[config.mk]
export PLATFORM = sky130hd
export DESIGN_NAME = module_codificador_tx
export DESIGN_NICKNAME = d
export VERILOG_FILES = /design/src/rtl/pkg_hamming.sv /design/src/rtl/module_codificador.sv /design/src/rtl/module_codificador_tx.sv
export SDC_FILE = /design/constraint.sdc
export NUM_CORES = 1
export LEC_CHECK = 0
export CAP_MARGIN = 0
export CORE_MARGIN = 1.5
export CORE_UTILIZATION = 52
export CTS_CLUSTER_SIZE = 8
export DETAILED_ROUTE_END_ITERATION = 7
export MAX_ROUTING_LAYER = met4
export PLACE_DENSITY = 0.82
export SETUP_SLACK_MARGIN = 0.5
export SYNTH_ARGS = -nofsm -noshare
export SYNTH_HDL_FRONTEND = slang
export SYNTH_HIERARCHICAL = 1
export SYNTH_SLANG_ARGS = --single-unit
[constraint.sdc]
create_clock -name clk -period 2.3 [get_ports clk]
set_input_delay 0.23 -clock clk [delete_from_list [all_inputs] [get_ports clk]]
set_output_delay 0.23 -clock clk [all_outputs]
set_load 0.02 [all_outputs]
[src/rtl/pkg_hamming.sv]
// Shared Hamming(7,4) definitions: serialiser states, codeword bit positions
// and the encoder function used by both the transmit and receive sides.
package pkg_hamming;

  typedef enum logic [1:0] {IDLE, START, DATA, STOP} tx_state_t;

  localparam int DATA_W = 4;
  localparam int CW_W   = 7;

  // Codeword layout c[6:0] = {d3,d2,d1,p4,d0,p2,p1}
  localparam int P1_POS = 0;
  localparam int P2_POS = 1;
  localparam int D0_POS = 2;
  localparam int P4_POS = 3;
  localparam int D1_POS = 4;
  localparam int D2_POS = 5;
  localparam int D3_POS = 6;

  function automatic logic [CW_W-1:0] hamming74_encode(input logic [DATA_W-1:0] d);
    logic [CW_W-1:0] c;
    c         = '0;
    c[D0_POS] = d[0];
    c[D1_POS] = d[1];
    c[D2_POS] = d[2];
    c[D3_POS] = d[3];
    c[P1_POS] = d[0] ^ d[1] ^ d[3];
    c[P2_POS] = d[0] ^ d[2] ^ d[3];
    c[P4_POS] = d[1] ^ d[2] ^ d[3];
    return c;
  endfunction

endpackage

[src/rtl/module_codificador.sv]
// Combinational Hamming(7,4) encoder: nibble in, 7-bit codeword out.
module module_codificador
  import pkg_hamming::*;
(
  input  logic [DATA_W-1:0] datos,
  output logic [CW_W-1:0]   codigo
);

  assign codigo = hamming74_encode(datos);

endmodule

[src/rtl/module_codificador_tx.sv]
// Hamming(7,4) transmitter: accepts a nibble, encodes it with optional single-bit
// error injection, and serialises the codeword as a start/7 data/stop frame.
module module_codificador_tx
  import pkg_hamming::*;
#(
  parameter int CLKS_PER_BIT = 4
) (
  input  logic              clk,
  input  logic              rst,
  input  logic [DATA_W-1:0] datos_in,
  input  logic              valid_in,
  output logic              ready,
  input  logic [2:0]        err_pos,
  output logic [CW_W-1:0]   datos_cod,
  output logic              cod_valid,
  output logic              tx,
  output logic              busy,
  output logic              done
);

  localparam int BAUD_W = $clog2(CLKS_PER_BIT) + 1;
  localparam logic [BAUD_W-1:0] BAUD_LAST = BAUD_W'(CLKS_PER_BIT - 1);
  localparam logic [2:0] LAST_IDX = 3'(CW_W - 1);

  tx_state_t         state_reg, state_next;
  logic [BAUD_W-1:0] baud_cnt_reg, baud_cnt_next;
  logic [2:0]        bit_idx_reg, bit_idx_next;
  logic [CW_W-1:0]   datos_cod_reg, datos_cod_next;
  logic              tx_reg, tx_next;
  logic              cod_valid_reg, cod_valid_next;
  logic              done_reg, done_next;

  logic [CW_W-1:0]   codigo;
  logic [CW_W-1:0]   err_mask;
  logic              baud_wrap;

  module_codificador u_codificador (
    .datos  (datos_in),
    .codigo (codigo)
  );

  // err_pos is 1-based; zero means no injected error
  assign err_mask  = (err_pos == 3'd0) ? '0 : (CW_W'(1) << (err_pos - 3'd1));
  assign baud_wrap = (baud_cnt_reg == BAUD_LAST);

  always_ff @(posedge clk or posedge rst) begin
    if (rst) begin
      state_reg     <= IDLE;
      baud_cnt_reg  <= '0;
      bit_idx_reg   <= '0;
      datos_cod_reg <= '0;
      tx_reg        <= 1'b1;
      cod_valid_reg <= 1'b0;
      done_reg      <= 1'b0;
    end else begin
      state_reg     <= state_next;
      baud_cnt_reg  <= baud_cnt_next;
      bit_idx_reg   <= bit_idx_next;
      datos_cod_reg <= datos_cod_next;
      tx_reg        <= tx_next;
      cod_valid_reg <= cod_valid_next;
      done_reg      <= done_next;
    end
  end

  // tx is computed one step ahead so the line level tracks the registered state exactly
  always_comb begin
    state_next     = state_reg;
    baud_cnt_next  = baud_cnt_reg;
    bit_idx_next   = bit_idx_reg;
    datos_cod_next = datos_cod_reg;
    tx_next        = tx_reg;
    cod_valid_next = 1'b0;
    done_next      = 1'b0;

    unique case (state_reg)
      IDLE: begin
        tx_next = 1'b1;
        if (valid_in) begin
          state_next     = START;
          baud_cnt_next  = '0;
          bit_idx_next   = '0;
          datos_cod_next = codigo ^ err_mask;
          cod_valid_next = 1'b1;
          tx_next        = 1'b0;
        end
      end
      START: begin
        if (baud_wrap) begin
          state_next    = DATA;
          baud_cnt_next = '0;
          bit_idx_next  = '0;
          tx_next       = datos_cod_reg[0];
        end else begin
          baud_cnt_next = baud_cnt_reg + 1'b1;
        end
      end
      DATA: begin
        if (baud_wrap) begin
          baud_cnt_next = '0;
          if (bit_idx_reg == LAST_IDX) begin
            state_next = STOP;
            tx_next    = 1'b1;
          end else begin
            bit_idx_next = bit_idx_reg + 1'b1;
            tx_next      = datos_cod_reg[bit_idx_next];
          end
        end else begin
          baud_cnt_next = baud_cnt_reg + 1'b1;
        end
      end
      STOP: begin
        if (baud_wrap) begin
          state_next    = IDLE;
          baud_cnt_next = '0;
          done_next     = 1'b1;
          tx_next       = 1'b1;
        end else begin
          baud_cnt_next = baud_cnt_reg + 1'b1;
        end
      end
      default: begin
        state_next = IDLE;
        tx_next    = 1'b1;
      end
    endcase
  end

  assign ready     = (state_reg == IDLE);
  assign busy      = (state_reg != IDLE);
  assign datos_cod = datos_cod_reg;
  assign tx        = tx_reg;
  assign cod_valid = cod_valid_reg;
  assign done      = done_reg;

endmodule

==> metrics <==
global-route wire length before repair 4.19 mm; Crit. End Element flop; Slew @ Worst Pin 0.681 ns; FFs w/ async S/R, synth 100%; vias 986; vias in the first global route 947; Bufs on Longest Clock Path 2; TritonRoute pass-1 iters 5; Hold Buf Count CTS 0; grt total ovfl 0; clock sink total 18; DRT iter0 DRCs 32; Arr. time, crit path 2.03 ns; CP Max Fanout 6; Starting Density 56.0%; fin crit period 1.80 ns; reg-to-reg critical path endpoint tx; Num CTS Buffers 3; CTS H-tree depth 1; TritonCTS clock tree done; Sw Share 43.4%; Synth Net Count 149; Crit Path Category reg -> reg; Largest register FFs 7; Syn Area/Cell 9.72 µm²; vias per cell 5.67; Die Width 52.3 µm; register area share after synthesis 35.7%; share of power burned in registers 30.6%; final hold violations 0; Port-buffer cells 21; slowest CP cell dfrtp_1; WL/cell 14.9 µm; final antenna-violating net count 0; n_diodes 0; Setup crit start kind flop; area of the multi-input gates 746 µm²; Min Hold Slack 0.318 ns; fillers 191; gpl congestion 0.946; Die ar. 2730 µm²; top_reg_cell synth dfrtp_1; total of max-cap violations 0; overall routing resource usage 21.5%; drt total wl 2.59 mm; IO Pins 22; outcome completed; clock root buffer clkbuf_4; most common cell after layout, fill and taps aside clkdlybuf4s50_1; power density over the cells 1260 nW/µm²; clock group share of total power 9.0%; die height 52.3 µm; fin nets 166; Site Rows 17; commonest non-fill, non-tap cells in the layout clkdlybuf4s50_1, dfrtp_1, nor2_1, nand2_1, a21oi_1; Gate Count Post-Synth 130; register area 452 µm²; post-synth cell types 41; r2r setup slk 0.50 ns; slew margin rel. 54.5%; Setup TNS Final 0 ns; Post-synth EDFFs 0; Combinational Power Share 60.4%; r2r startpoint bit_idx_reg[1]; drt drc 0; CP max stage delay 0.47 ns; Leakage 0.648 nW; fin crit share 78.1%; Fmax achieved 557 MHz; Clock Latency Late Sink 0.30 ns; maximum VDD drop 0.660 mV; synthesized cell area 1260 µm²; core area 2250 µm²; Register-to-Register Path Depth 5; Net Sw Power 0.822 mW; flops & latches, synth 18; Pwr Total 1.89 mW; initial antenna violation count 0; unrepaired setup endpoints after global routing yes; internal power 1.07 mW; Ys Warns 6; layout cells sized above 1 9.59%; final setup fails 0; largest net degree at the start of global routing 19; CTS clk-pin slew, worst paths 0.11 ns; Synth-to-Final Area Change 18.7%; crit path cell chain ha_4, mux2i_2, o211ai_1, a311o_1, a31o_1; hpwl dp 1.97 mm; Worst Path Required 2.53 ns; Crit. Startpoint bit_idx_reg[1]; Hold Crit Class in -> async; fin. max-slew vios 0; Worst Clk Skew 0.00991 ns
-- repair_timing --
item	CTS	global route
endpoints found under the hold margin	0	0
buffers inserted	1	0
gates resized for setup	3	5
setup endpoints to repair	3	5
-- power by group through the flow --
| stage | Combinational [mW] | Clock [mW] | Sequential, mW |
|---|---|---|---|
| floorplan | 0.706 | 0 | 0.645 |
| global placement | 1.06 | 0 | 0.573 |
| detailed placement | 1.09 | 0 | 0.582 |
| CTS | 1.10 | 0.176 | 0.570 |
| global route | 1.25 | 0.188 | 0.593 |
| finish | 1.14 | 0.170 | 0.579 |
-- worst max-delay path, delay by kind of cell, from the launching register on --
family                     cells  cell delay (ns)
AOI/OAI and AO/OA              3             0.65
adders and majority gates      1             0.35
muxes                          1             0.25
DFF                            1             0.47
-- cells in the mapped netlist, drive strengths merged (2+ instances only) --
| library cell | count | area [µm²] |
|---|---|---|
| nand3b | 2 | 15.0 |
| xnor2 | 3 | 26.3 |
| nand2 | 8 | 30.0 |
| or2 | 2 | 12.5 |
| nor2 | 16 | 60.1 |
| a211oi | 2 | 15.0 |
| inv | 7 | 26.3 |
| xor3 | 3 | 71.3 |
| nor3 | 3 | 20.0 |
| dfrtp | 17 | 425 |
| clkbuf | 3 | 11.3 |
| xor2 | 4 | 35.0 |
| nand3 | 5 | 25.0 |
| o31ai | 4 | 30.0 |
| nand2b | 2 | 12.5 |
| buf | 7 | 53.8 |
| and2 | 3 | 18.8 |
| mux2 | 2 | 22.5 |
| ha | 9 | 113 |
| a21oi | 8 | 40.0 |
| mux2i | 4 | 40.0 |
-- layout make-up --
class / count / share of cell area, %
Sequential cell: 18 / 30.1
Inverter: 7 / 1.75
Timing Repair Buffer: 22 / 14.3
Tap cell: 28 / 2.34
Multi-Input combinational cell: 95 / 49.7
Clock buffer: 4 / 1.75
-- metal layers --
metal / track usage [%] / wire (µm)
met1: 25.9 / 1100
met2: 36.9 / 1330
met3: 2.29 / 105
met4: 8.12 / 47
met5: - / 0
-- metrics by stage --
step	instance area, µm²	util [%]	instances	setup slack, ns
final	1500	66.5	174	0.504
after floorplan	1260	-	130	0.503
after global placement	1440	64.0	169	0.424
after global routing	1500	66.5	174	0.450
after detailed placement	1440	64.0	169	0.284
after CTS	1480	65.5	174	0.422
-- cell families after synthesis --
| kind of cell | synth area share, % |
|---|---|
| AO/OA/AOI/OAI | 14.0 |
| XOR/XNOR | 10.5 |
| adder cells (fa/ha/maj) | 8.91 |
| buffers and inverters | 7.23 |
| flip-flops | 35.7 |
| multiplexers | 6.73 |
| AND/OR/NAND/NOR | 16.9 |
-- worst max-delay path by stage --
stage               to  slack [ns]  depth (start not counted)
floorplan           tx        0.50                          7
global placement    tx        0.42                          6
detailed placement  tx        0.28                          6
CTS                 tx        0.42                          5
global route        tx        0.45                          6
finish              tx        0.50                          5
Power figures use the tool's default switching activity.
